File: config.mk
export PLATFORM = sky130hd
export DESIGN_NAME = dafx_frame_router
export DESIGN_NICKNAME = d
export VERILOG_FILES = /design/src/rtl/dafx_pkg.sv /design/src/rtl/dafx_irq_timer.sv /design/src/rtl/dafx_frame_router.sv
export SDC_FILE = /design/constraint.sdc
export NUM_CORES = 1
export LEC_CHECK = 0
export ABC_AREA = 1
export ABC_CLOCK_PERIOD_IN_PS = 4900
export CAP_MARGIN = 20
export CORE_MARGIN = 2
export CORE_UTILIZATION = 58
export DETAILED_ROUTE_END_ITERATION = 10
export PLACE_DENSITY_LB_ADDON = 0.05
export RECOVER_POWER = 100
export SETUP_SLACK_MARGIN = 0.4
export SLEW_MARGIN = 20
export SYNTH_ARGS = -nofsm -noshare
export SYNTH_HDL_FRONTEND = slang
export SYNTH_SLANG_ARGS = --single-unit
File: constraint.sdc
create_clock -name clk -period 4.9 [get_ports clk]
set_clock_uncertainty 0.15 [all_clocks]
set_input_delay 0.98 -clock clk [delete_from_list [all_inputs] [get_ports clk]]
set_output_delay 0.98 -clock clk [all_outputs]
set_load 0.01 [all_outputs]
File: src/rtl/dafx_pkg.sv
// dafx_pkg: shared constants and types for the DAFX frame router slice.
//   NR_OF_*_C      default channel / timer counts
//   IRQ_CNT_WIDTH_C timer counter and period width
//   frame_state_t  deframer FSM state
package dafx_pkg;

  localparam int NR_OF_ADC_CH_C  = 2;
  localparam int NR_OF_OSC_C     = 1;
  localparam int NR_OF_IRQ_C     = 2;
  localparam int IRQ_CNT_WIDTH_C = 32;

  typedef enum logic {
    RESYNC  = 1'b0,
    COLLECT = 1'b1
  } frame_state_t;

endpackage

File: src/rtl/dafx_irq_timer.sv
// dafx_irq_timer: one programmable sticky IRQ timer.
//   period_i    terminal count (0 disables and holds the counter at 0)
//   mode_i      0 = tick every clk, 1 = tick on fs_strobe_i
//   fs_strobe_i frame strobe from the deframer
//   clear_i     pulse clears the pending flag (a same-cycle set wins)
//   irq_o       sticky pending flag
module dafx_irq_timer
  import dafx_pkg::*;
#(
  parameter int CNT_W = IRQ_CNT_WIDTH_C
) (
  input  logic             clk,
  input  logic             rst_n,
  input  logic [CNT_W-1:0] period_i,
  input  logic             mode_i,
  input  logic             fs_strobe_i,
  input  logic             clear_i,
  output logic             irq_o
);

  logic [CNT_W-1:0] cnt_q, cnt_d;
  logic             mode_q;
  logic             pend_q, pend_d;
  logic             tick, hit;

  always_comb begin
    tick  = mode_i ? fs_strobe_i : 1'b1;
    hit   = 1'b0;
    cnt_d = cnt_q;
    if (period_i == '0) begin
      cnt_d = '0;
    end else if (mode_i != mode_q) begin
      // Switching tick source restarts the count from zero.
      cnt_d = '0;
    end else if (tick) begin
      // >= so that a period lowered below the running count fires next tick.
      if (cnt_q >= period_i - 1'b1) begin
        cnt_d = '0;
        hit   = 1'b1;
      end else begin
        cnt_d = cnt_q + 1'b1;
      end
    end
    pend_d = hit | (pend_q & ~clear_i);
  end

  always_ff @(posedge clk or negedge rst_n) begin
    if (!rst_n) begin
      cnt_q  <= '0;
      mode_q <= 1'b0;
      pend_q <= 1'b0;
    end else begin
      cnt_q  <= cnt_d;
      mode_q <= mode_i;
      pend_q <= pend_d;
    end
  end

  assign irq_o = pend_q;

endmodule

File: src/rtl/dafx_frame_router.sv
// dafx_frame_router: deframes an N-slot TDM ADC stream, merges it with M
// sign-extended oscillator samples into channel_data, emits fs_strobe per
// committed frame, counts framing errors and runs NR_OF_IRQ_P IRQ timers.
//   adc_data/adc_valid/adc_ready/adc_last  ADC slot stream
//   osc_data                               oscillator samples, sampled on commit
//   channel_data                           [0..N-1] ADC slots, [N..] oscillators
//   fs_strobe                              one-cycle pulse per committed frame
//   cr_irq_period/cr_irq_mode/cmd_clear_irq/irq  timer control and sticky IRQs
//   cmd_clear_errors/sr_frame_error_count  saturating framing-error counter
module dafx_frame_router
  import dafx_pkg::*;
#(
  parameter  int AUDIO_WIDTH_P    = 24,
  parameter  int OSC_WIDTH_P      = 24,
  parameter  int NR_OF_ADC_CH_P   = NR_OF_ADC_CH_C,
  parameter  int NR_OF_OSC_P      = NR_OF_OSC_C,
  parameter  int NR_OF_IRQ_P      = NR_OF_IRQ_C,
  parameter  int IRQ_CNT_WIDTH_P  = IRQ_CNT_WIDTH_C,
  localparam int NR_OF_CHANNELS_P = NR_OF_ADC_CH_P + NR_OF_OSC_P,
  // Keeps osc_data legal when there are no oscillators.
  localparam int OSC_ARR_P        = (NR_OF_OSC_P > 0) ? NR_OF_OSC_P : 1
) (
  input  logic                                               clk,
  input  logic                                               rst_n,
  input  logic [AUDIO_WIDTH_P-1:0]                           adc_data,
  input  logic                                               adc_valid,
  output logic                                               adc_ready,
  input  logic                                               adc_last,
  input  logic [OSC_ARR_P-1:0][OSC_WIDTH_P-1:0]              osc_data,
  output logic [NR_OF_CHANNELS_P-1:0][AUDIO_WIDTH_P-1:0]     channel_data,
  output logic                                               fs_strobe,
  input  logic [NR_OF_IRQ_P-1:0][IRQ_CNT_WIDTH_P-1:0]        cr_irq_period,
  input  logic [NR_OF_IRQ_P-1:0]                             cr_irq_mode,
  input  logic [NR_OF_IRQ_P-1:0]                             cmd_clear_irq,
  output logic [NR_OF_IRQ_P-1:0]                             irq,
  input  logic                                               cmd_clear_errors,
  output logic [15:0]                                        sr_frame_error_count
);

  localparam int SLOT_W = (NR_OF_ADC_CH_P > 1) ? $clog2(NR_OF_ADC_CH_P) : 1;
  localparam int SHD_N  = (NR_OF_ADC_CH_P > 1) ? NR_OF_ADC_CH_P - 1 : 1;
  localparam logic [SLOT_W-1:0] LAST_SLOT = SLOT_W'(NR_OF_ADC_CH_P - 1);

  frame_state_t                                  state_q, state_d;
  logic [SLOT_W-1:0]                             slot_q, slot_d;
  logic [SHD_N-1:0][AUDIO_WIDTH_P-1:0]           shadow_q, shadow_d;
  logic [NR_OF_CHANNELS_P-1:0][AUDIO_WIDTH_P-1:0] chan_q, chan_d;
  logic                                          ready_q, strobe_q, strobe_d;
  logic [15:0]                                   err_q, err_d;
  logic                                          err_ev, accept;

  assign accept = adc_valid & ready_q;

  always_comb begin
    state_d  = state_q;
    slot_d   = slot_q;
    shadow_d = shadow_q;
    chan_d   = chan_q;
    strobe_d = 1'b0;
    err_ev   = 1'b0;
    if (accept) begin
      unique case (state_q)
        // Discard until a frame boundary so a partial frame is never committed.
        RESYNC: if (adc_last) begin
          state_d = COLLECT;
          slot_d  = '0;
        end
        COLLECT: begin
          if (slot_q != LAST_SLOT) begin
            if (adc_last) begin
              // Short frame: boundary is known, so stay aligned.
              err_ev = 1'b1;
              slot_d = '0;
            end else begin
              shadow_d[slot_q] = adc_data;
              slot_d           = slot_q + 1'b1;
            end
          end else if (adc_last) begin
            for (int k = 0; k < NR_OF_ADC_CH_P - 1; k++) chan_d[k] = shadow_q[k];
            chan_d[NR_OF_ADC_CH_P-1] = adc_data;
            for (int j = 0; j < NR_OF_OSC_P; j++)
              chan_d[NR_OF_ADC_CH_P+j] = AUDIO_WIDTH_P'($signed(osc_data[j]));
            strobe_d = 1'b1;
            slot_d   = '0;
          end else begin
            // Long frame: boundary lost, hunt for the next last.
            err_ev  = 1'b1;
            slot_d  = '0;
            state_d = RESYNC;
          end
        end
        default: state_d = RESYNC;
      endcase
    end

    if (cmd_clear_errors)                  err_d = {15'd0, err_ev};
    else if (err_ev && err_q != 16'hFFFF)  err_d = err_q + 16'd1;
    else                                   err_d = err_q;
  end

  always_ff @(posedge clk or negedge rst_n) begin
    if (!rst_n) begin
      state_q  <= RESYNC;
      slot_q   <= '0;
      shadow_q <= '0;
      chan_q   <= '0;
      ready_q  <= 1'b0;
      strobe_q <= 1'b0;
      err_q    <= '0;
    end else begin
      state_q  <= state_d;
      slot_q   <= slot_d;
      shadow_q <= shadow_d;
      chan_q   <= chan_d;
      ready_q  <= 1'b1;
      strobe_q <= strobe_d;
      err_q    <= err_d;
    end
  end

  assign adc_ready            = ready_q;
  assign channel_data         = chan_q;
  assign fs_strobe            = strobe_q;
  assign sr_frame_error_count = err_q;

  for (genvar i = 0; i < NR_OF_IRQ_P; i++) begin : g_irq
    dafx_irq_timer #(
      .CNT_W(IRQ_CNT_WIDTH_P)
    ) u_tmr (
      .clk        (clk),
      .rst_n      (rst_n),
      .period_i   (cr_irq_period[i]),
      .mode_i     (cr_irq_mode[i]),
      .fs_strobe_i(strobe_q),
      .clear_i    (cmd_clear_irq[i]),
      .irq_o      (irq[i])
    );
  end

endmodule
# Word-level counts from Yosys, hierarchy flattened

Index checks and enable logic that the tools add are counted.

$add $sub $neg: 6
Order comparisons: 4
Eq/ne operators: 4
Mux-type cells: 36
Bitwise gates (word level): 10
Reductions and logical operators: 10

Operators with widths:

| cell                                               | number |
|---|---|
| 2-to-1 mux 32 bit                                  | 8 |
| adder 32 x 1 -> 32 bit, second input constant      | 2 |
| >= comparator 32 bit                               | 2 |
| zero test 32 bit                                   | 2 |
| subtractor 32 x 1 -> 32 bit, second input constant | 2 |
| 2-to-1 mux 16 bit                                  | 2 |
| bitwise mux 24 bit                                 | 1 |
| 2-to-1 mux 24 bit                                  | 1 |
| 2-to-1 mux 1 bit                                   | 22 |
| adder 16 x 1 -> 16 bit, second input constant      | 1 |
| inequality test 16 bit, second input constant      | 1 |
| AND reduction 4 bit                                | 2 |
| nonzero test 3 bit                                 | 2 |
| inverter 1 bit                                     | 5 |
| case mux 1 bit (2 select lines)                    | 2 |
| bitwise AND 1 bit                                  | 3 |
| logical AND 1 bit                                  | 2 |
| inequality test 1 bit                              | 2 |
| inequality test 2 bit, second input constant       | 1 |
| bitwise OR 1 bit                                   | 2 |
| AND reduction 2 bit                                | 1 |
| nonzero test 2 bit                                 | 1 |
| adder 1 bit, second input constant                 | 1 |
| >= comparator 1 bit, second input constant         | 1 |
| less-than comparator 1 bit, second input constant  | 1 |

Flip-flop bits (word level): 184
Input port bits: 121
Output and inout port bits: 92
Logic and storage cells: 85

# Logic depth before layout (Yosys ltp)

Gate-level depths: netlist of the first run.

Depth in word-level cells: 7
Gate-level depth with buffers: 19
Mapped depth without buffers: 19

# Hierarchy

A second synthesis of the first run with hierarchy kept.

Cell total of the unflattened synthesis: 1599
Area, all modules: 11875.1 um^2

By module, submodules not included:

| module                          | times used | cells each | area an instance (um^2) | seq. area each (um^2) |
|---|---|---|---|---|
| dafx_frame_router               | 1          | 565        | 4918.5                  | 2902.8 |
| dafx_irq_timer (g_irq[1].u_tmr) | 1          | 519        | 3503.4                  | 850.8 |
| dafx_irq_timer (g_irq[0].u_tmr) | 1          | 515        | 3453.3                  | 850.8 |

# Least setup slack after synthesis of the first run

No wires, ideal clock.

Path kind: input port to flip-flop
From: input port cr_irq_period[0] (netlist name)
To: register g_irq[0].u_tmr.cnt_q[10]
Setup time: 0.124 ns
Data arrival time: 3.355 ns
Path slack: 1.271 ns
Stages: 18
Path buffers: 1
Cell sequence: inv_1 -> ha_1 -> nand2_1 -> nor2_4 -> nand4_1 -> inv_2 -> nand2_1 -> clkinv_1 -> a22oi_1 -> ha_1 -> nand2_1 -> nor2_1 -> nand4_1 -> nor4_1 -> nand2_1 -> nand2_2 -> buf_2 -> o21bai_1

Word-level cells in the longest chain between the ends: 6

Ends and longest elaborated chain:

| what                        | line                    | source |
|---|---|---|
| start: declaration          | dafx_frame_router.sv:32 | `input logic [NR_OF_IRQ_P-1:0][IRQ_CNT_WIDTH_P-1:0] cr_irq_period,` |
| subtractor 32 x 1 -> 32 bit | dafx_irq_timer.sv:37    | `if (cnt_q >= period_i - 1'b1) begin` |
| >= comparator 32 bit        | dafx_irq_timer.sv:37    |  |
| 2-to-1 mux 32 bit           | dafx_irq_timer.sv:37    |  |
| 2-to-1 mux 32 bit           | dafx_irq_timer.sv:35    | `end else if (tick) begin` |
| 2-to-1 mux 32 bit           | dafx_irq_timer.sv:32    | `end else if (mode_i != mode_q) begin` |
| 2-to-1 mux 32 bit           | dafx_irq_timer.sv:30    | `if (period_i == '0) begin` |
| end signal: assignment      | dafx_irq_timer.sv:53    | `cnt_q <= cnt_d;` |
| end: declaration            | dafx_irq_timer.sv:21    | `logic [CNT_W-1:0] cnt_q, cnt_d;` |

Parallel ways exist; a longest one is shown, timed or not. The select of a mux whose other input is x is not followed.
A chain may end at the register's enable or synchronous reset.

# Worst setup path after layout of the first run

From: input port cr_irq_period[37] (netlist name)
To: register g_irq[1].u_tmr.pend_q

Word-level cells in the longest chain between the ends: 7

Ends and longest elaborated chain:

| what                        | line                 | source |
|---|---|---|
| subtractor 32 x 1 -> 32 bit | dafx_irq_timer.sv:37 |  |
| >= comparator 32 bit        | dafx_irq_timer.sv:37 |  |
| 2-to-1 mux 1 bit            | dafx_irq_timer.sv:37 |  |
| 2-to-1 mux 1 bit            | dafx_irq_timer.sv:35 |  |
| 2-to-1 mux 1 bit            | dafx_irq_timer.sv:32 |  |
| 2-to-1 mux 1 bit *          | dafx_irq_timer.sv:30 |  |
| bitwise OR 1 bit *          | dafx_irq_timer.sv:44 | `pend_d = hit \| (pend_q & ~clear_i);` |
| net g_irq[1].u_tmr.pend_d   | dafx_irq_timer.sv:23 | `logic pend_q, pend_d;` |
| end signal: assignment      | dafx_irq_timer.sv:55 | `pend_q <= pend_d;` |
| end: declaration            | dafx_irq_timer.sv:23 |  |

The timed path passes the listed nets; every way through them passes the cells marked *.

==> results of run 1 <==
[how the worst max path moves through the flow]
stage | from | endpoint | slack (ps) | depth (start not counted)
after floorplan | cr_irq_period[0] | g_irq[0].u_tmr.cnt_q[10]$_DFFE_PN0P_ | 1270 | 18
after global placement | cr_irq_period[0] | g_irq[0].u_tmr.irq_o$_DFF_PN0_ | 440 | 19
after detailed placement | cr_irq_period[0] | g_irq[0].u_tmr.cnt_q[5]$_DFFE_PN0P_ | 340 | 18
after CTS | cr_irq_period[0] | g_irq[0].u_tmr.cnt_q[13]$_DFFE_PN0P_ | 770 | 18
after global routing | rst_n | g_irq[1].u_tmr.cnt_q[6]$_DFFE_PN0P_ | 290 | 2
final | cr_irq_period[37] | g_irq[1].u_tmr.irq_o$_DFF_PN0_ | 700 | 17
[layer usage]
metal  global-route usage [%]  vias up
li1                         -     5687
met1                    39.13     5221
met2                    45.07      338
met3                    9.543       38
met4                    7.000        2
met5                        0        -
[power groups by stage]
| stage | Clock (mW) | Combinational (mW) | Sequential, mW |
|---|---|---|---|
| 6_report | 1.35 | 1.25 | 2.06 |
| 3_5_place_dp | 0 | 1.34 | 2.09 |
| 2_1_floorplan | 0 | 0.444 | 2.18 |
| 4_1_cts | 1.38 | 1.36 | 2.08 |
| 5_1_grt | 1.44 | 1.37 | 2.11 |
| 3_3_place_gp | 0 | 1.32 | 2.07 |
[through the flow]
step	utilization (%)	cell area [µm²]	total power [mW]	cells	worst slack (ps)
2_1_floorplan	-	12280	2.624	1617	1271
3_5_place_dp	69.96	14610	3.438	2067	343.5
3_3_place_gp	69.96	14610	3.392	2067	437.4
4_1_cts	72.78	15200	4.819	2099	765.4
6_report	72.61	15170	4.670	2099	697.3
5_1_grt	72.61	15170	4.928	2099	285.4
[state kept, by name, summed over array words and instances (netlist names)]
signal	flops
adc_ready	1
sr_frame_error_count	16
g_irq.u_tmr.mode_q	2
g_irq.u_tmr.irq_o	2
channel_data	72
shadow_q	24
fs_strobe	1
slot_q	1
g_irq.u_tmr.cnt_q	64
state_q	1
[cell type report]
class | instances | share of cell area [%]
Inverter | 159 | 3.935
Timing Repair Buffer | 219 | 14.25
Clock inverter | 14 | 1.056
Tap cell | 275 | 2.268
Sequential cell | 184 | 30.36
Clock buffer | 18 | 2.829
Multi-Input combinational cell | 1230 | 45.31
[layout by cell type, fill, tap and decap left out, types with 4 or more instances in the layout]
master           instances
nor2_2                   8
nand2_1                384
and3_1                   5
nand3_1                112
mux2_2                  48
inv_1                  157
nor2_1                 243
o31ai_1                  4
a21oi_1                 44
nand4_1                 61
dfrtp_1                184
xnor2_1                 32
inv_8                    4
xor2_1                  55
o21ai_0                 71
dlygate4sd3_1           97
clkdlybuf4s50_1        114
nor3_1                  23
nand3b_1                 4
nor2_4                   4
clkbuf_16               17
o21bai_1                26
clkinv_8                 4
ha_1                    74
nor4_1                   6
[worst max-delay path: stages]
cell and delay, ps:
dlygate4sd3_1 600, nor2_1 160, nand2_1 70, nor2_1 250, nand2_1 160, nor3_1 260, nand3_1 150, xor2_1 170
ha_1 290, a21oi_1 140, nand3b_1 110, nand3_1 90, a21oi_2 120, clkbuf_2 560, nand2_1 110, nand2_1 80
nand2_1 50
[cells by family (layout without fill, tap and decap cells)]
family / Yosys count / after routing / synth area share, %
AOI/OAI and AO/OA: 155 / 155 / 7.099
other: 1 / 1 / 0.03053
adders and majority gates: 74 / 74 / 7.537
DFF: 184 / 184 / 37.48
buffers and inverters: 203 / 410 / 6.722
and+or+nand+nor: 864 / 864 / 30.45
xor gates and xnor gates: 88 / 88 / 6.274
muxes: 48 / 48 / 4.400
==> results.cfg, run 1 <==
[run]
maxCapViolCount = 3

[cells_and_area]
synthToLayoutAreaGrowth_pct = 23.48
drive_gt1_share_pct = 6.195
multiInputGateArea_um2 = 6873
fillerInstances = 1737
final_nets = 2006
num_antenna_cells = 0
ff_latch_area_um2 = 4604

[die]
io_pins = 213
core-area_um2 = 20890
die_y_um = 149.5
die_w_um = 149.5
die_area_um2 = 22360
std_cell_rows = 53
start_util_pct = 58.81

[global_route]
grt_pass1_vias = 10980
grt_usage_pct = 28.90
grt_max_degree = 113
grt_pass1_wl_um = 52320
antenna_found_initial = 1
grt_remaining_overflow = 0

[yosys]
synth_ff_type = dfrtp_1
synth_top_cell_by_area = dfrtp_1
synth_fp_nets = 1812
synth.most_common_cell = nand2_1
netlist_area_um2 = 12280
async_flop_share_pct = 100.0
synth.avg_cell_area_um2 = 7.597
synth_cell_types = 43
ys_seq_area_share_pct = 37.48
ys_seq_elements = 184
synth_edf_count = 0
netlist_top_cells_count = nand2_1, nor2_1, dfrtp_1
ys.warnings.count = 0
synth_top_area_share_pct = 37.48
synthTopCellsByArea = dfrtp_1, nand2_1, ha_1, nor2_1, inv_1
netlist_instances = 1617

[routing]
dr.max_layer_used = met5
vias_per_cell = 5.377
met2_length_um = 13960
drc = 0
vias = 11290
final_antenna_net_count = 0
met1Wirelength_um = 14200
totalWireLength_um = 31340
first_iter_violations = 716
wl_met3_um = 2635
dr.pass1.iters = 5
avgRoutedWirePerCell_um = 14.93

[setup_path]
critPathRequiredTime_ps = 5070
worst_setup_path_end_kind = flip-flop
reg2regPathDepth = 6
worstSetupStartpointType = input port
rr_startpoint = slot_q$_DFFE_PN0P_
setup.worst_path.class = input port to flip-flop
timing.rr.end = shadow_q[10]$_DFFE_PN0P_
r2r_slack_ps = 2030
crit_fanout = 33
arrival_ps = 4380

[placement]
portBuffers = 212
dp_hpwl_um = 23190
place.gp.congestion = 0.9561

[sta]
fin_crit_ps = 4203
rsz0062_at_grt = false
tightest_slew_ps = 2783
hold_violations = 0
max_freq_mhz = 237.9
hold_slack_ps = 334.8
setup_viol = 0
drv_slew = 257
max-slew-margin-rel_pct = -85.52
period_share_pct = 85.77
setup_tns_ps = 0

[status]
status = finished, violations left
violations = max-capacitance violations, max-slew violations

[power_and_ir_drop]
power-per-cell-area_nw_per_um2 = 307.9
power.leakage_nw = 7.070
p_int_mw = 3.208
combPwrFrac_pct = 26.8
clkPwrFrac_pct = 29.0
p_switching_mw = 1.462
max-vdd-ir-drop_mv = 0.2966
swShare_pct = 31.30
seqPwrFrac_pct = 44.2

[clock_tree]
root_buffer = clkbuf_16
cts_sinks = 184
cts_tree = yes
cts_buffers = 17
clkLatencyLatePin_ps = 430
ctsHoldBuffers = 0
ctsResizeCount = 0
path_clk_slew_ps = 80
clock_path_buffers = 2
h-tree-depth = 4
cts_setup_buffers = 0

[worst_hold_path]
min_path_cells = 2
worstHoldEndpoint = channel_data[35]$_DFFE_PN0P_
hold_path_class = flip-flop to flip-flop
hp-start = channel_data[35]$_DFFE_PN0P_
Power figures use the tool's default switching activity.
==> inputs of run 2 (changes only) <==
--- a/config.mk
+++ b/config.mk
@@ -6,7 +6,6 @@
 export NUM_CORES = 1
 export LEC_CHECK = 0
 export ABC_AREA = 1
-export ABC_CLOCK_PERIOD_IN_PS = 4900
 export CAP_MARGIN = 20
 export CORE_MARGIN = 2
 export CORE_UTILIZATION = 58
==> results of run 2 <==
No change in the layout: final DEF, timing and power equal those of run 1.
==> inputs of run 3 (changes only) <==
--- a/config.mk
+++ b/config.mk
@@ -8,11 +8,12 @@
 export ABC_AREA = 1
 export CAP_MARGIN = 20
 export CORE_MARGIN = 2
-export CORE_UTILIZATION = 58
+export CORE_UTILIZATION = 45
+export CTS_BUF_LIST = sky130_fd_sc_hd__clkbuf_8 sky130_fd_sc_hd__clkbuf_16
 export DETAILED_ROUTE_END_ITERATION = 10
 export PLACE_DENSITY_LB_ADDON = 0.05
 export RECOVER_POWER = 100
-export SETUP_SLACK_MARGIN = 0.4
+export SETUP_SLACK_MARGIN = 0.15
 export SLEW_MARGIN = 20
 export SYNTH_ARGS = -nofsm -noshare
 export SYNTH_HDL_FRONTEND = slang
==> results.cfg, run 3 (synthesis gave the netlist of run 1 again) <==
[setup_path]
rr_startpoint = adc_ready$_DFF_PN0_
crit_path_start = cr_irq_period[32]
cpPeakStageDelay_ps = 440
arrival_ps = 4420
setup.worst_path.class = input port to flip-flop
worst_path_max_delay_cell = clkbuf_2
crit_end = g_irq[1].u_tmr.cnt_q[20]$_DFFE_PN0P_
crit_fanout = 33
cp_cell_sequence = clkdlybuf4s50_1 > inv_1 > ha_1 > nand2_1 > nor2_4 > nand3_1 > nor2_1 > nand3_1 > nor2_1 > xor2_1 > inv_1 > ha_1 > nand2_1 > nor2_1 > nand4_1 > nor2_1 > nand2_1 > clkbuf_2 > nand3_1 > nand2_1
critPathRequiredTime_ps = 5080
reg2regPathDepth = 5
worst_setup_path_end_kind = flip-flop
r2r_slack_ps = 2040
worstSetupStartpointType = input port
timing.rr.end = channel_data[58]$_DFFE_PN0P_

[sta]
drv_slew = 186
setup_tns_ps = 0
tightest_slew_ps = 2369
period_share_pct = 86.65
rsz0062_at_grt = false
fin_crit_ps = 4246
hold_violations = 0
max-slew-margin-rel_pct = -57.91
setup_viol = 0
max_freq_mhz = 235.5

[placement]
placedCellCount = 2137
portBuffers = 212
dp_hpwl_um = 23610
place.gp.congestion = 0.8873

[routing]
dr.pass1.iters = 5
vias_per_cell = 5.103
avgRoutedWirePerCell_um = 14.82
totalWireLength_um = 32190
drc = 0
final_antenna_net_count = 0
first_iter_violations = 678
vias = 11090

[clock_tree]
path_clk_slew_ps = 70
ctsHoldBuffers = 0
root_buffer = clkbuf_16
cts_setup_buffers = 0
cts_buffers = 17
cts_sinks = 184
clock_path_buffers = 2
h-tree-depth = 4
ctsResizeCount = 0
clkLatencyLatePin_ps = 440
cts_tree = yes

[die]
core-area_um2 = 26880
start_util_pct = 45.71
std_cell_rows = 60
io_pins = 213
die_w_um = 169.2
die_y_um = 169.2
die_area_um2 = 28640

[power_and_ir_drop]
power-per-cell-area_nw_per_um2 = 307.6
power.total_mw = 4.715
max-vdd-ir-drop_mv = 0.3116
combPwrFrac_pct = 26.3
power.leakage_nw = 7.097
swShare_pct = 30.19
p_int_mw = 3.292
p_switching_mw = 1.424
seqPwrFrac_pct = 43.5
clkPwrFrac_pct = 30.2

[global_route]
grt_usage_pct = 23.01
grt_pass1_vias = 10700
grt_pass1_wl_um = 53440
grt_remaining_overflow = 0
grt_max_degree = 124
antenna_found_initial = 4

[cells_and_area]
fillerInstances = 2561
synthToLayoutAreaGrowth_pct = 24.78
final_cell_mix = nand2_1, nor2_1, dfrtp_1
drive_gt1_share_pct = 5.960
layout.cells.non_filler = 2173
largest_reg_flops = 72
final_nets = 2012
final_common_cell = nand2_1

[status]
status = finished, violations left
violations = max-capacitance violations, max-slew violations

[run]
maxCapViolCount = 3

[worst_hold_path]
hold_path_class = flip-flop to flip-flop
min_path_cells = 2
## run 3: changes by cell type in the layout (fill, tap and decap cells not counted), moves of 2 or more
cell / delta
clkdlybuf4s50_1: +2
clkinv_8: -3
clkbuf_1: +3
clkinvlp_4: +2
bufinv_16: +2
clkinv_1: +2
buf_12: +2
clkinv_4: -2
dlygate4sd3_1: -2
nor2_1: +2
diode_2: +3
## run 3: power by group through the flow
stage	logic [mW]	registers, mW	clock network, mW
2_1_floorplan	0.444	2.18	0
3_3_place_gp	1.33	2.07	0
3_5_place_dp	1.34	2.08	0
4_1_cts	1.35	2.07	1.46
5_1_grt	1.38	2.11	1.52
6_report	1.24	2.05	1.43
## run 3: area by class of cell
class,count,area [µm²],area share [%]
repair buffers,225,2242,14.63
flip-flops and latches,184,4604,30.04
clock buffers,17,425.4,2.775
inverters,159,596.8,3.894
well taps,341,426.7,2.783
multi-input cells,1230,6855,44.72
clock inverters,14,170.2,1.110
diodes,3,7.507,0.04898
## run 3: routing by layer
layer / vias to the layer above / global-route usage (%) / routed length (µm)
met4: 2 / 4.905 / 293
met2: 279 / 34.46 / 13780
met3: 20 / 7.836 / 2789
li1: 5687 / - / -
met1: 5101 / 32.31 / 15320
met5: - / 0 / 9
## run 3: how the worst min path moves through the flow
| stage | start | to |
|---|---|---|
| floorplan | g_irq[1].u_tmr.irq_o$_DFF_PN0_ | g_irq[1].u_tmr.irq_o$_DFF_PN0_ |
| global placement | shadow_q[19]$_DFFE_PN0P_ | shadow_q[19]$_DFFE_PN0P_ |
| detailed placement | g_irq[0].u_tmr.irq_o$_DFF_PN0_ | g_irq[0].u_tmr.irq_o$_DFF_PN0_ |
| CTS | shadow_q[11]$_DFFE_PN0P_ | shadow_q[11]$_DFFE_PN0P_ |
| global route | shadow_q[12]$_DFFE_PN0P_ | shadow_q[12]$_DFFE_PN0P_ |
| finish | channel_data[25]$_DFFE_PN0P_ | channel_data[25]$_DFFE_PN0P_ |
## run 3: metrics by stage
stage	worst slack (ps)	hold WS (ps)	instance area, µm²	utilization [%]
5_1_grt	253.5	357.1	15320	57.02
3_3_place_gp	450.7	311.4	14740	54.84
4_1_cts	860.7	339.3	15330	57.06
6_report	653.9	328.1	15330	57.03
2_1_floorplan	1271	299.1	12280	-
3_5_place_dp	383.6	315.3	14740	54.84
## run 3: worst max-delay path: cells and delay by family
family                     cells  cell delay, ps
and+or+nand+nor               13            1720
buffers and inverters          4            1020
xor gates and xnor gates       1             160
adders and majority gates      2             500
==> RTL edit 1 (config.mk and constraints of run 3) <==
Reset style: synchronous (`rst_n`), changed in 2 clocked blocks.
--- a/src/rtl/dafx_irq_timer.sv
+++ b/src/rtl/dafx_irq_timer.sv
@@ -44,7 +44,7 @@
     pend_d = hit | (pend_q & ~clear_i);
   end
 
-  always_ff @(posedge clk or negedge rst_n) begin
+  always_ff @(posedge clk) begin
     if (!rst_n) begin
       cnt_q  <= '0;
       mode_q <= 1'b0;
--- a/src/rtl/dafx_frame_router.sv
+++ b/src/rtl/dafx_frame_router.sv
@@ -98,7 +98,7 @@
     else                                   err_d = err_q;
   end
 
-  always_ff @(posedge clk or negedge rst_n) begin
+  always_ff @(posedge clk) begin
     if (!rst_n) begin
       state_q  <= RESYNC;
       slot_q   <= '0;
Function: differs if rst_n is asserted again (counterexample within 4 cycles, from zero or initial values and one cycle with rst_n low); with rst_n held inactive, the same outputs for 4 cycles.
==> RTL edit 1 against run 3 <==
Setup slack got worse by 0.051 ns. Sequential cell count unchanged. Routed wire length shrank 13%. Register-to-register slack lost 0.53 ns. Area after synthesis fell by 13%. Final cell count is 3.5% lower. The run still ends with capacitance limit, slew limit left. Synthesized cell count down 3.2%. Global-route usage shrank 0.42 points. Cell area decreased by 10%. Sequential share of layout area is 3.2 points lower. Count of clock-buffer cells in the layout grew 1.
Power is not compared: it rests on default switching activity, and its combinational part moved more than twofold at a synthesized area within 25%.
==> RTL edit 1: results (changes against run 3) <==
metric	value	unit	change
status	finished with violations		
violations	capacitance limit, slew limit		
max_slew_margin	-85.63	%	-28 points
power.leakage	6.198	nW	
fillers	2318		-9.5%
post_cts_resized	0		unchanged
htreeDepth	4		unchanged
post_cts_buffers	0		unchanged
clkLatencyLatePin	0.43	ns	
fin_nets	1959		-2.6%
synth_common_cells	420 x nor2_1, 240 x nand2_1, 184 x dfxtp_1, 151 x inv_1, 119 x o21ai_0		
placed_area	0.01313	sq mm	-11%
clk_pin_slew	0.08	ns	
drt_pass1_iterations	5		unchanged
max-cap-violations	1		-2
gp_congestion	0.8925		+0.59%
viasPerCell	4.942		-3.2%
grt_max_degree	73		-41%
max_stage_delay	0.58	ns	+0.14 ns
slowest_stage	dlygate4sd3_1		
async_reset_ff_share	0	%	-100 points
port_buffers	212		unchanged
synth_area_leaders	dfxtp_1 34%, nor2_1 15%, ha_1 8.5%		
clockRootBuffer	clkbuf_16		
ys_seq_area_share	34.36	%	-3.1 points
p_int	2.350	mW	
dp_hpwl	21.22	mm	-10%
hp-class	flip-flop to flip-flop		
detail_route.iter0.violations	599		-12%
insertedDiodeCount	0		-3
crit_fanout	15		-55%
wire_per_inst	13.36	um	-9.8%
grt_pass1_wl	45.97	mm	-14%
cts_buffer_depth	2		unchanged
largest_register_ffs	72		unchanged
ys_warn_count	0		unchanged
cts_inserted_buffers	17		unchanged
antenna_found_initial	0		-4
drv_slew	73		-61%
synthesis.nets	1760		-2.9%
synth_cell_types	42		-2.3%
grt_pass1_vias	9563		-11%
grt_usage	22.59	%	-0.42 points
ir_drop	222.2	uV	
drive_gt1_share	3.768	%	-2.2 points
-- RTL edit 1: power groups by stage --
stage / registers [mW] / clock network (mW) / logic (mW)
after CTS: 1.51 / 1.42 / 0.290
final: 1.51 / 1.39 / 0.286
after global routing: 1.51 / 1.48 / 0.319
after floorplan: 1.54 / 0 / 0.133
after global placement: 1.54 / 0 / 0.285
after detailed placement: 1.54 / 0 / 0.287
-- RTL edit 1: final cells by class --
type	instances	area (sq um)	area share, %
clock buffers	18	439.2	3.200
clock inverters	14	182.7	1.331
inverters	155	581.8	4.240
multi-input cells	1187	6265	45.65
flip-flops and latches	184	3684	26.84
well taps	319	399.1	2.908
repair buffers	220	2172	15.83
-- RTL edit 1: layer usage --
metal,global-route usage [%],vias up,wire length (um)
li1,-,5433,-
met5,0,-,0
met3,6.723,18,1981
met2,36.54,222,12600
met1,30.35,4690,13290
met4,3.732,0,146
-- RTL edit 1: cells by family (layout without fill, tap and decap cells) --
group           Yosys count  in the layout  synth area share (%)
compound gates          182            182                 8.953
fa+ha+maj                73             73                 8.521
flops                   184            184                 34.36
simple gates            831            831                 32.79
xor+xnor                101            101                 8.253
buf+inv                 195            407                 7.120
-- RTL edit 1: per-stage QoR --
step	total power [mW]	instances	hold slack [ns]	setup WS [ns]	utilization, %
final	3.184	2097	0.3214	0.6026	58.64
after global routing	3.308	2097	0.3516	0.2310	58.64
after CTS	3.219	2097	0.3356	0.8493	58.77
after detailed placement	1.828	2065	0.3152	0.4133	56.12
after global placement	1.826	2065	0.3079	0.4716	56.12
after floorplan	1.673	1566	0.2954	1.187	-
-- RTL edit 1: worst paths after layout --
| path | slack, ns | endpoint | cells after the start | startpoint |
|---|---|---|---|---|
| worst max-delay path | 0.60 | g_irq[1].u_tmr.cnt_q[18]$_SDFFE_PP0N_ | 21 | cr_irq_period[36] |
| worst max register to register | 1.51 | channel_data[44]$_SDFFE_PN0P_ | 5 | adc_ready$_DFF_P_ |
| worst min register to register | 0.32 | g_irq[0].u_tmr.irq_o$_SDFF_PN0_ | 2 | g_irq[0].u_tmr.irq_o$_SDFF_PN0_ |
| worst min-delay path | 0.32 | g_irq[0].u_tmr.irq_o$_SDFF_PN0_ | 2 | g_irq[0].u_tmr.irq_o$_SDFF_PN0_ |
-- RTL edit 1: critical path: cells and delay by family --
kind	cells	cell delay, ns
simple gates	15	1.93
fa+ha+maj	1	0.28
buf+inv	4	1.07
xor+xnor	1	0.18
==> RTL edit 2 (flow settings as in run 3) <==
Without the edit above. Set the package constant `NR_OF_ADC_CH_C` to 4 (it was 2).
--- a/src/rtl/dafx_pkg.sv
+++ b/src/rtl/dafx_pkg.sv
@@ -4,7 +4,7 @@
 //   frame_state_t  deframer FSM state
 package dafx_pkg;
 
-  localparam int NR_OF_ADC_CH_C  = 2;
+  localparam int NR_OF_ADC_CH_C  = 4;
   localparam int NR_OF_OSC_C     = 1;
   localparam int NR_OF_IRQ_C     = 2;
   localparam int IRQ_CNT_WIDTH_C = 32;
Interface: changed (resized channel_data); port bits go from 213 to 261. The function was not compared with the original's and may differ.
==> RTL edit 2 against run 3 <==
The flow still finishes with violations (capacitance limit, slew limit). Routed wire length rose by 32%. Area after synthesis is 33% higher. First-iteration DRC count increased by 4.0%. Via count up 23%. Cell area is 34% higher. Sequential power up 39%. Setup slack got worse by 0.0074 ns. Critical path depth fell by 14. Total power is 34% higher. Sequential cell count is 97 higher. Register-to-register slack worse by 0.97 ns.
==> RTL edit 2: results (changes against run 3) <==
metric	value	unit	change
status	finished with violations		
violations	capacitance limit, slew limit		
grt_use_met1	29.38	%	-2.9 points
post_cts_resized	0		unchanged
ys_warn_count	0		unchanged
final.setup.tns	0	ns	unchanged
fin_nets	2310		+15%
largest_register_ffs	120		+67%
synth_compound_area_share	2.414	%	-4.7 points
use_met3	6.889	%	-0.95 points
place_ws	0.3939	ns	+0.01024 ns
synth_cell_types	42		-2.3%
port_buffers	260		+23%
synth_common_cells	402 x nand2_1, 281 x dfrtp_1, 256 x nor2_1, 188 x mux2_2, 141 x inv_1		
slowest_stage	nor2_1		
route.layer.met1.wl	18.73	mm	+22%
dp_hpwl	30.15	mm	+28%
synth_area_leaders	dfrtp_1 43%, mux2_2 13%, nand2_1 9.2%		
cts_buffer_depth	3		+1
htreeDepth	1		-3
highest-signal-layer	met4		
max-cap-violations	7		+4
worst_pin_slew	2.405	ns	+0.03637 ns
power.leakage	9.753	nW	+37%
insertedDiodeCount	0		-3
detail_route.iter0.violations	705		+4.0%
ir_drop	328.5	uV	+5.4%
grt_max_degree	93		-25%
gp_congestion	0.8668		-2.3%
clkLatencyLatePin	0.58	ns	+0.14 ns
synthesis.nets	2057		+14%
max_stage_delay	1.76	ns	+1.32 ns
grt_pass1_wl	70.76	mm	+32%
ys_seq_area_share	42.92	%	+5.4 points
wl_met3	3.368	mm	+21%
async_reset_ff_share	100.0	%	unchanged
cts_inserted_buffers	31		+14
synth_xor_area_share	5.026	%	-1.2 points
arrival	4.56	ns	+0.14 ns
met2_usage	37.17	%	+2.7 points
grt_usage	22.61	%	-0.40 points
post_cts_buffers	0		unchanged
crit_fanout	23		-30%
viasPerCell	5.240		+2.7%
antenna_found_initial	0		-4
drive_gt1_share	13.72	%	+7.8 points
drv_slew	251		+35%
synth_fa_ha_area_share	5.881	%	-1.7 points
wire_per_inst	16.33	um	+10%
muxShareOfSynthArea	12.92	%	+8.5 points
wl_met2	19.59	mm	+42%
drt_pass1_iterations	5		unchanged
grt_pass1_vias	13786		+29%
-- RTL edit 2: cell count changes after synthesis, moves of 16 or more --
cell,before,now
mux2_2,48,188
dfrtp_1,184,281
o21ai_0,71,20
nand4_1,61,90
o21bai_1,26,2
nand2_1,384,402
inv_1,157,141
-- RTL edit 2: worst paths after layout --
kind                                           startpoint                                   end  slack, ns  cells past startpoint
min                        g_irq[0].u_tmr.irq_o$_DFF_PN0_        g_irq[0].u_tmr.irq_o$_DFF_PN0_       0.33                      2
min reg2reg                g_irq[0].u_tmr.irq_o$_DFF_PN0_        g_irq[0].u_tmr.irq_o$_DFF_PN0_       0.33                      2
min in group asynchronous                           rst_n  g_irq[1].u_tmr.cnt_q[31]$_DFFE_PN0P_       0.92                      1
max reg2reg                         slot_q[0]$_DFFE_PN0P_          channel_data[82]$_DFFE_PN0P_       1.07                      6
max                                              adc_last          channel_data[82]$_DFFE_PN0P_       0.65                      6
max in group asynchronous                           rst_n              shadow_q[63]$_DFFE_PN0P_       1.15                      2
-- RTL edit 2: stage by stage --
step	area [sq um]	hold slack (ns)	power (mW)	std cells
after floorplan	16380	0.2991	3.370	1859
after global placement	19460	0.3155	3.888	2540
after detailed placement	19460	0.3213	3.930	2540
after CTS	20560	0.2773	6.450	2597
after global routing	20470	0.3620	6.616	2597
final	20470	0.3260	6.302	2597
-- RTL edit 2: final cells by class --
class,instances,area [sq um]
sequential,281,7032
clock inverter,16,190.2
clock buffer,41,913.4
inverter,145,545.5
tap,461,576.8
fill,3223,15270
timing repair buffer,279,2745
multi-input combinational,1374,8469
-- RTL edit 2: power breakdown --
group / internal, mW / switching [mW] / total [mW]
Combinational: 0.544 / 0.443 / 0.987
Clock: 1.51 / 0.968 / 2.48
Sequential: 2.67 / 0.170 / 2.84
